## src/rtl/sr_mon_pkg.sv

```systemverilog
// Shared types and constants for the SR flip-flop protocol monitor.
// The monitor's optional complement check is enabled with SR_MON_COMPL_CHECK_EN.
package sr_mon_pkg;

   localparam int unsigned CNT_W_DEFAULT = 8;

   typedef enum logic [1:0] {
      INIT  = 2'd0,
      TRACK = 2'd1,
      UNDEF = 2'd2
   } state_t;

   // Model step for one rising edge; the rules do not depend on the current state.
   function automatic state_t next_state(input state_t cur, input logic s, input logic r);
      state_t nxt;
      nxt = cur;
      unique case ({s, r})
         2'b01:   nxt = TRACK;
         2'b10:   nxt = TRACK;
         2'b11:   nxt = UNDEF;
         default: nxt = cur;
      endcase
      return nxt;
   endfunction

   function automatic logic next_pred(input logic cur, input logic s, input logic r);
      logic nxt;
      nxt = cur;
      unique case ({s, r})
         2'b01:   nxt = 1'b0;
         2'b10:   nxt = 1'b1;
         default: nxt = cur;
      endcase
      return nxt;
   endfunction

endpackage

```

## src/rtl/sr_mon_sat_cnt.sv

```systemverilog
// Saturating up-counter with increment enable and asynchronous active-high reset.
module sr_mon_sat_cnt
   import sr_mon_pkg::*;
#(
   parameter int unsigned CNT_W = CNT_W_DEFAULT
) (
   input  logic             clk,
   input  logic             rst,
   input  logic             inc,
   output logic [CNT_W-1:0] cnt
);

   logic [CNT_W-1:0] cnt_q;
   logic [CNT_W-1:0] cnt_d;
   logic             at_max;

   assign at_max = &cnt_q;

   always_comb begin
      cnt_d = cnt_q;
      if (inc && !at_max) begin
         cnt_d = cnt_q + CNT_W'(1);
      end
   end

   always_ff @(posedge clk or posedge rst) begin
      if (rst) begin
         cnt_q <= '0;
      end else begin
         cnt_q <= cnt_d;
      end
   end

   assign cnt = cnt_q;

endmodule

```

## src/rtl/sr_ff_monitor.sv

```systemverilog
// Cycle-accurate checker for a clocked SR flip-flop: predicts q and flags mismatches.
// Define SR_MON_COMPL_CHECK_EN to also require q_bar == ~q on every compare.
module sr_ff_monitor
   import sr_mon_pkg::*;
#(
   parameter int unsigned CNT_W = CNT_W_DEFAULT
) (
   input  logic             clk,
   input  logic             rst,
   input  logic             en,
   input  logic             s,
   input  logic             r,
   input  logic             q,
   input  logic             q_bar,
   output logic             exp_q,
   output logic [1:0]       state,
   output logic             err,
   output logic             err_sticky,
   output logic [CNT_W-1:0] err_cnt,
   output logic [CNT_W-1:0] illegal_cnt,
   output logic [CNT_W-1:0] check_cnt
);

   state_t state_q, state_d;
   logic   pred_q, pred_d;
   logic   err_q, err_d;
   logic   sticky_q, sticky_d;
   logic   compare;
   logic   mismatch;
   logic   illegal;

   // The model follows s/r whether or not checking is enabled.
   always_comb begin
      state_d = next_state(state_q, s, r);
      pred_d  = next_pred(pred_q, s, r);
   end

   assign compare = en && (state_q == TRACK);
   assign illegal = en && s && r;

`ifdef SR_MON_COMPL_CHECK_EN
   // Either fault folds into one mismatch so a bad edge is counted once.
   assign mismatch = (q != pred_q) || (q_bar == q);
`else
   logic unused_q_bar;
   assign unused_q_bar = q_bar;
   assign mismatch     = (q != pred_q);
`endif

   always_comb begin
      err_d    = compare && mismatch;
      sticky_d = sticky_q || err_d;
   end

   always_ff @(posedge clk or posedge rst) begin
      if (rst) begin
         state_q  <= INIT;
         pred_q   <= 1'b0;
         err_q    <= 1'b0;
         sticky_q <= 1'b0;
      end else begin
         state_q  <= state_d;
         pred_q   <= pred_d;
         err_q    <= err_d;
         sticky_q <= sticky_d;
      end
   end

   sr_mon_sat_cnt #(
      .CNT_W (CNT_W)
   ) u_err_cnt (
      .clk (clk),
      .rst (rst),
      .inc (err_d),
      .cnt (err_cnt)
   );

   sr_mon_sat_cnt #(
      .CNT_W (CNT_W)
   ) u_illegal_cnt (
      .clk (clk),
      .rst (rst),
      .inc (illegal),
      .cnt (illegal_cnt)
   );

   sr_mon_sat_cnt #(
      .CNT_W (CNT_W)
   ) u_check_cnt (
      .clk (clk),
      .rst (rst),
      .inc (compare),
      .cnt (check_cnt)
   );

   assign exp_q      = pred_q;
   assign state      = state_q;
   assign err        = err_q;
   assign err_sticky = sticky_q;

endmodule

```

## config.mk

```make
export PLATFORM = sky130hd
export DESIGN_NAME = sr_ff_monitor
export DESIGN_NICKNAME = d
export VERILOG_FILES = /design/src/rtl/sr_mon_pkg.sv /design/src/rtl/sr_mon_sat_cnt.sv /design/src/rtl/sr_ff_monitor.sv
export SDC_FILE = /design/constraint.sdc
export NUM_CORES = 1
export LEC_CHECK = 0
export ABC_AREA = 1
export ABC_CLOCK_PERIOD_IN_PS = 1500
export CORE_MARGIN = 2
export CORE_UTILIZATION = 50
export DETAILED_ROUTE_END_ITERATION = 8
export PLACE_DENSITY_LB_ADDON = 0.12
export SLEW_MARGIN = 20
export SYNTH_ARGS = -nofsm -noshare
export SYNTH_HDL_FRONTEND = slang
export SYNTH_HIERARCHICAL = 1
export SYNTH_SLANG_ARGS = --single-unit
```

## constraint.sdc

```tcl
create_clock -name clk -period 1.5 [get_ports clk]
set_input_delay 0.15 -clock clk [delete_from_list [all_inputs] [get_ports clk]]
set_output_delay 0.15 -clock clk [all_outputs]
set_load 0.01 [all_outputs]
```

==> results.json, run 1 <==
{
  "global_route_congestion_overflow_total": 0,
  "timing.final.setup_violations": 0,
  "detailed_route_wl_um": 3550,
  "timing.fmax_mhz": 688.3,
  "grt_first_pass_wirelength_um": 5782,
  "irDropWorstVdd_uv": 896.5,
  "io_buffer_count": 34,
  "pre_cts_ws_ns": -0.09351,
  "core_um2": 3103,
  "critical_path.startpoint": "u_illegal_cnt/cnt[4]",
  "path_cells": "clkdlybuf4s50_1",
  "layout_worst_path_cycle_share_pct": 96.86,
  "worst-slew-pin-transition_ns": 0.3359,
  "cp_data_arrival_time_ns": 1.30,
  "worst_path_required_ns": 1.35,
  "drive_above_1_share_pct": 17.50,
  "critical_path_s_largest_stage_delay_ns": 0.56,
  "top_reg_cell_synth": "dfrtp_1",
  "critical_r2r_launch": "state[0]",
  "synth_area_um2": 1657,
  "syn-instance-count": 220,
  "seq_total_area_yosys_pct": 43.81,
  "route.vias.total": 1524,
  "fp.dieW_um": 61.56,
  "p_comb_share_pct": 44.5,
  "critical_path.top_delay_family": "buffers and inverters",
  "finClkSkew_ns": 0.009732,
  "power.clock.fraction_pct": 15.1,
  "synth_top_cells_by_count": "nand2_1 (82), dfrtp_1 (29), inv_1 (29)",
  "postSynthAreaPerCell_um2": 7.530,
  "path_clk_slew_ns": 0.09,
  "hold_class": "in -> async",
  "post-synth-top-area-fraction_pct": 43.81,
  "power.internal_mw": 1.864,
  "post_cts_hold_buffer_count": 0,
  "numCtsBuffers": 5,
  "finalWorstPathRequiredPeriod_ns": 1.453,
  "critPathSlowestCell": "clkdlybuf4s50_1",
  "net-switching-power_mw": 1.115,
  "clkSinkCount": 29,
  "count_of_inserted_antenna_diode_cells": 0,
  "pin_count_of_the_biggest_net_entering_global_routing": 9,
  "std_cell_rows": 20,
  "power_per_cell_area_nw_per_um2": 1324,
  "grt_antenna_before_repair": 0,
  "synth_enable_flop_cells": 0,
  "yosys_warns": 6,
  "cp-end-kind": "output pin",
  "max_cap_viol_count": 0,
  "leakagePower_nw": 1.181,
  "fin_nets": 292,
  "drcViolationCount": 0,
  "synth_area_leader_cell": "dfrtp_1",
  "clockBufferDepth": 2,
  "initial_core_util_pct": 53.39,
  "first_global_vias": 1384,
  "synth_cell_types": 17,
  "place.gp.congestion": 0.8120,
  "layout.filler_cells": 265,
  "avgRoutedWirePerCell_um": 10.96,
  "dp_hpwl_um": 2592,
  "drt_pre_antenna_iters": 4,
  "async_set_or_reset_flop_fraction_in_the_synthesized_netlist_pct": 100.0,
  "syn-num-nets": 233,
  "min_setup_slack_post_route_ns": 0.04708,
  "status": "completed",
  "grt_usage_pct": 20.59,
  "worstPathBufferInverterCount": 1,
  "post_synth_main_area_contributors": "dfrtp_1 (44%), nand2_1 (19%), inv_1 (6.6%), ha_1 (4.5%), nor2_1 (4.3%)",
  "path_max_fanout": 4,
  "post_drt_via_cell_ratio": 4.704,
  "switching_share_pct": 37.44,
  "io_pins": 36,
  "worst-path-stages": 1,
  "postRouteAntennaNets": 0,
  "yosys_register_bits": 29,
  "area_delta_synth_final_pct": 35.80,
  "finalMaxSlewViolations": 0,
  "timing.final.hold_violations": 0,
  "design.die.area_um2": 3790,
  "timing.setup.critical_path_class": "reg -> out",
  "number_of_cell_instances_on_the_worst_register_to_register_path": 9,
  "timing.critical_path.from_type": "register",
  "crit-reg2reg-capture": "u_err_cnt/cnt[3]",
  "final_util_pct": 72.50,
  "chipHeight_um": 61.56,
  "relSlewSlack_pct": 77.58,
  "register_to_register_setup_slack_ns": 0.16,
  "clock_latency_ns": 0.32,
  "clock_tree_from_tritoncts": "done",
  "dr.first_iter.drc_count": 114,
  "synth.most_common_cell": "nand2_1",
  "htree_levels": 2,
  "clock-root-buffer": "clkbuf_4",
  "sequential_power_share_pct": 40.4,
  "critPathCapture": "illegal_cnt[4]"
}
==> cell families (layout without fill, tap and decap cells) <==
kind of cell,after synthesis,in the layout,share of synthesized area (%)
compound gates,17,17,5.287
xor+xnor,3,3,1.586
simple gates,133,133,37.08
buf+inv,32,92,7.704
flops,29,29,43.81
fa+ha+maj,6,6,4.532
==> power by group through the flow <==
| stage | combinational [mW] | sequential [mW] | clock [mW] |
|---|---|---|---|
| 6_report | 1.33 | 1.20 | 0.450 |
| 5_1_grt | 1.47 | 1.23 | 0.516 |
| 4_1_cts | 1.19 | 1.22 | 0.471 |
| 3_5_place_dp | 1.20 | 1.23 | 0 |
| 3_3_place_gp | 1.17 | 1.24 | 0 |
| 2_1_floorplan | 0.500 | 1.32 | 0 |
==> cell type report <==
| type | instances | area, µm² | area share, % |
|---|---|---|---|
| clock buffers | 8 | 48.80 | 2.169 |
| multi-input cells | 159 | 803.3 | 35.71 |
| repair buffers | 52 | 484.2 | 21.52 |
| well taps | 44 | 55.05 | 2.447 |
| inverters | 32 | 127.6 | 5.673 |
| flip-flops and latches | 29 | 730.7 | 32.48 |
==> timing repair <==
item	4_1_cts	5_1_grt
hold endpoints to repair	0	0
gates resized for setup	4	8
pin swaps	0	0
buffers inserted	0	9
setup endpoints to repair	4	12
==> per-stage QoR <==
stage               instances  power (mW)  hold slack [ns]  setup TNS (ns)  cell area (µm²)
finish                    324       2.979           0.1285               0             2250
global route              324       3.224           0.1838        -0.01395             2250
CTS                       315       2.879           0.1203               0             2166
detailed placement        307       2.431           0.4550         -0.6053             2120
global placement          307       2.413           0.4570         -0.1631             2120
floorplan                 220       1.823         -0.07148               0             1657
==> flip-flops by register name, summed over array words and instances (netlist names) <==
register and flops:
u_check_cnt/cnt 8, u_err_cnt/cnt 8, u_illegal_cnt/cnt 8, state 2, err 1, err_sticky 1, exp_q 1
==> cell usage in the layout (no fill, tap or decap) <==
master	synthesis	final
dfrtp_1	29	25
nor2_1	19	19
nor2_4	4	4
xnor2_1	3	3
inv_1	29	29
clkbuf_1	0	3
nand3_1	9	9
o21a_1	1	1
a21oi_1	12	12
clkdlybuf4s50_1	0	26
nor3_1	3	3
or2_1	1	1
nor2_2	3	3
nand2_2	6	6
nand2_4	6	6
dlygate4sd2_1	0	3
clkbuf_4	0	5
buf_4	0	18
ha_1	6	6
inv_4	3	3
nand2_1	82	82
o21ai_0	4	4
dfrtp_2	0	4
dlymetal6s2s_1	0	5
==> layer usage <==
layer  share of wire [%]  vias to the layer above  global-route usage [%]
met5                   0                        -                       0
met4                 1.2                        0                   7.599
met3                 4.3                        5                   5.672
met2                  49                       35                   33.38
met1                  45                      694                   26.29
li1                    -                      790                       -
==> worst min path at each step <==
| stage | endpoint | slack [ns] | cells after the start |
|---|---|---|---|
| final | err_sticky | 0.13 | 2 |
| after floorplan | err | -0.07 | 1 |
| after global routing | err_sticky | 0.18 | 2 |
| after detailed placement | err_sticky | 0.46 | 2 |
| after global placement | err_sticky | 0.46 | 2 |
| after CTS | err_sticky | 0.12 | 2 |
Note: power is estimated with default switching activity, not from simulation.
==> inputs of run 2 (changes only) <==
SYNTH_HIERARCHICAL = default   (was 1)
==> run 2 against run 1 <==
Effect of this change:
- area after synthesis rose by 2.3%
- clock-buffer cell count fell by 1
- final cell count did not move
- core utilization fell by 4.4 points
- cell area fell by 0.61%
- critical path type unchanged
- highest routed layer unchanged
- wire length fell by 5.8%
- largest cell class unchanged
- global-route usage fell by 1.5 points
- via count fell by 1.0%
- sequential share of layout area rose by 0.31 points
- combinational power fell by 28%
==> results.json, run 2 <==
{
  "status": "completed",
  "postRouteAntennaNets": 0,
  "worst_path_required_ns": 1.35,
  "post_synth_xor_area_fraction_pct": 3.619,
  "first_global_vias": 1386,
  "timing.fmax_mhz": 691.9,
  "critPathSlowestCell": "clkdlybuf4s50_1",
  "grt_usage_pct": 19.11,
  "layout_worst_path_cycle_share_pct": 96.35,
  "fp.dieW_um": 62.21,
  "chipHeight_um": 62.21,
  "syn-instance-count": 226,
  "clock-root-buffer": "clkbuf_4",
  "final_common_cell": "nand2_1",
  "layout.filler_cells": 287,
  "core_um2": 3284,
  "io_buffer_count": 34,
  "htree_levels": 2,
  "leakagePower_nw": 1.093,
  "top_reg_cell_synth": "dfrtp_1",
  "synth_area_um2": 1694,
  "numCtsBuffers": 5,
  "final_cell_count_no_fill": 324,
  "timing.final.hold_violations": 0,
  "place.gp.congestion": 0.8089,
  "grt_first_pass_wirelength_um": 5947,
  "post_cts_hold_buffer_count": 0,
  "clockBufferDepth": 2,
  "relSlewSlack_pct": 75.99,
  "route.vias.total": 1508,
  "post_synth_main_area_contributors": "dfrtp_1 (43%), nand2_1 (21%), inv_1 (5.5%), nand3_1 (4.7%), ha_1 (4.4%)",
  "finClkSkew_ns": 0.008414,
  "synth_area_leader_cell": "dfrtp_1",
  "count_of_inserted_antenna_diode_cells": 0,
  "cp_data_arrival_time_ns": 1.30,
  "critical_path.top_delay_family": "buffers and inverters",
  "power_per_cell_area_nw_per_um2": 1142,
  "design.die.area_um2": 3870,
  "number_of_cell_instances_on_the_worst_register_to_register_path": 8,
  "worst-path-stages": 1,
  "drcViolationCount": 0,
  "finalWorstPathRequiredPeriod_ns": 1.445,
  "drive_above_1_share_pct": 15.83,
  "yosys.area_share.adder_pct": 4.431,
  "power.clock.fraction_pct": 18.8,
  "clock_latency_ns": 0.32,
  "timing.final.setup_violations": 0,
  "worstPathBufferInverterCount": 1,
  "worst-slew-pin-transition_ns": 0.3601,
  "layout_common_cells": "nand2_1 (96), clkdlybuf4s50_1 (33), inv_1 (25), dfrtp_1 (23), nand3_1 (16)",
  "synth-simple-area-share_pct": 40.10,
  "irDropWorstVdd_uv": 645.7,
  "seq_total_area_yosys_pct": 42.84,
  "timing.critical_path.from_type": "register",
  "power.internal_mw": 1.682,
  "switching_share_pct": 34.09,
  "p_comb_share_pct": 37.4,
  "initial_core_util_pct": 51.58,
  "area_delta_synth_final_pct": 31.98,
  "clkSinkCount": 29,
  "timing.setup.critical_path_class": "reg -> out",
  "yosys_warns": 0,
  "synth_compound_gate_area_share_pct": 2.880,
  "synth_enable_flop_cells": 0,
  "net-switching-power_mw": 0.8700,
  "synth_cell_types": 21,
  "path_clk_slew_ns": 0.10,
  "max_cap_viol_count": 0,
  "synth.most_common_cell": "nand2_1",
  "fin_area_um2": 2236,
  "placedCellCount": 308,
  "hold_class": "in -> async",
  "async_set_or_reset_flop_fraction_in_the_synthesized_netlist_pct": 100.0,
  "drt_pre_antenna_iters": 4,
  "io_pins": 36,
  "detailed_route_wl_um": 3343,
  "synthMuxAreaShare_pct": 0,
  "global_route_congestion_overflow_total": 0,
  "fin_nets": 291,
  "yosys_register_bits": 29,
  "grt_antenna_before_repair": 0,
  "placed_instance_area_um2": 2107,
  "path_max_fanout": 5,
  "synth_top_cells_by_count": "nand2_1 (96), dfrtp_1 (29), inv_1 (25)",
  "std_cell_rows": 21,
  "clock_tree_from_tritoncts": "done",
  "critical_path_s_largest_stage_delay_ns": 0.56,
  "post_drt_via_cell_ratio": 4.654,
  "finalMaxSlewViolations": 0,
  "path_cells": "clkdlybuf4s50_1",
  "dp_hpwl_um": 2382,
  "avgRoutedWirePerCell_um": 10.32,
  "postSynthAreaPerCell_um2": 7.496,
  "syn-num-nets": 239,
  "sequential_power_share_pct": 43.8,
  "pin_count_of_the_biggest_net_entering_global_routing": 30,
  "dominant_combinational_cell_family_by_area_after_synthesis": "simple AND/OR/NAND/NOR gates",
  "dr.first_iter.drc_count": 75,
  "cp-end-kind": "output pin",
  "post-synth-top-area-fraction_pct": 42.84
}
run 2: changes by cell type in the layout (fill, tap and decap cells not counted), sizes merged, moves of 3 or more:
cell / previous run / this run
clkdlybuf4s50: 26 / 33
dlymetal6s2s: 5 / 0
nand2: 94 / 106
nor3: 3 / 0
buf: 18 / 11
nor2: 26 / 22
o21ai: 4 / 8
inv: 32 / 27
nand3: 9 / 16
a21oi: 12 / 1
run 2: kinds of logic after synthesis:
| logic type | count (synthesis) |
|---|---|
| buffers and inverters | 27 |
| AOI/OAI and AO/OA | 9 |
| DFF | 29 |
| adders and majority gates | 6 |
| and+or+nand+nor | 148 |
| xor gates and xnor gates | 7 |
run 2: worst paths after layout:
kind                                   endpoint               start  slack (ns)
setup / recovery                   check_cnt[5]  u_check_cnt.cnt[5]        0.05
setup reg to reg             u_check_cnt.cnt[7]  u_check_cnt.cnt[1]        0.16
min in group clk                     err_sticky          err_sticky        0.47
hold / removal               u_check_cnt.cnt[3]                 rst        0.19
max in group asynchronous  u_illegal_cnt.cnt[2]                 rst        1.02
hold reg to reg                      err_sticky          err_sticky        0.47
run 2: area by class of cell:
| cell class | instances | area (µm²) | area share [%] |
|---|---|---|---|
| multi-input cells | 170 | 864.6 | 38.67 |
| inverters | 27 | 103.9 | 4.645 |
| well taps | 46 | 57.56 | 2.574 |
| flip-flops and latches | 29 | 733.2 | 32.79 |
| clock buffers | 7 | 55.05 | 2.462 |
| repair buffers | 45 | 421.7 | 18.86 |
run 2: layer usage:
| metal | vias up | GRT usage [%] | part of all wire, % |
|---|---|---|---|
| met1 | 683 | 24.03 | 47 |
| met5 | - | 0 | 0 |
| li1 | 799 | - | - |
| met3 | 5 | 3.804 | 3.3 |
| met2 | 21 | 32.07 | 48 |
| met4 | 0 | 8.333 | 1.4 |
run 2: per-stage QoR:
stage | setup TNS (ns) | total power [mW] | utilization (%) | hold slack, ns | setup WS [ns]
global placement | 0 | 1.982 | 64.15 | 0.4523 | 0.08263
detailed placement | 0 | 2.003 | 64.15 | 0.4578 | 0.05871
CTS | 0 | 2.494 | 65.90 | 0.1934 | 0.0002091
floorplan | 0 | 1.574 | - | 0.2281 | 0.2280
global route | -0.009065 | 2.758 | 68.08 | 0.2031 | -0.004655
finish | 0 | 2.552 | 68.08 | 0.1877 | 0.05469
run 2: timing repair:
action | CTS | global route
hold endpoints to repair | 0 | 0
setup buffers | 0 | 9
resized for setup | 4 | 3
endpoints found under the setup margin | 4 | 10
run 2: power groups by stage:
| stage | logic, mW | registers (mW) | clock network [mW] |
|---|---|---|---|
| after floorplan | 0.380 | 1.19 | 0 |
| after global placement | 0.838 | 1.14 | 0 |
| after detailed placement | 0.858 | 1.14 | 0 |
| after CTS | 0.854 | 1.14 | 0.504 |
| after global routing | 1.07 | 1.14 | 0.540 |
| final | 0.955 | 1.12 | 0.480 |
run 2: worst min-delay path, stage by stage:
cell             delay [ns]
clkdlybuf4s50_1        0.39
inv_1                  0.05
buf_4                  0.32
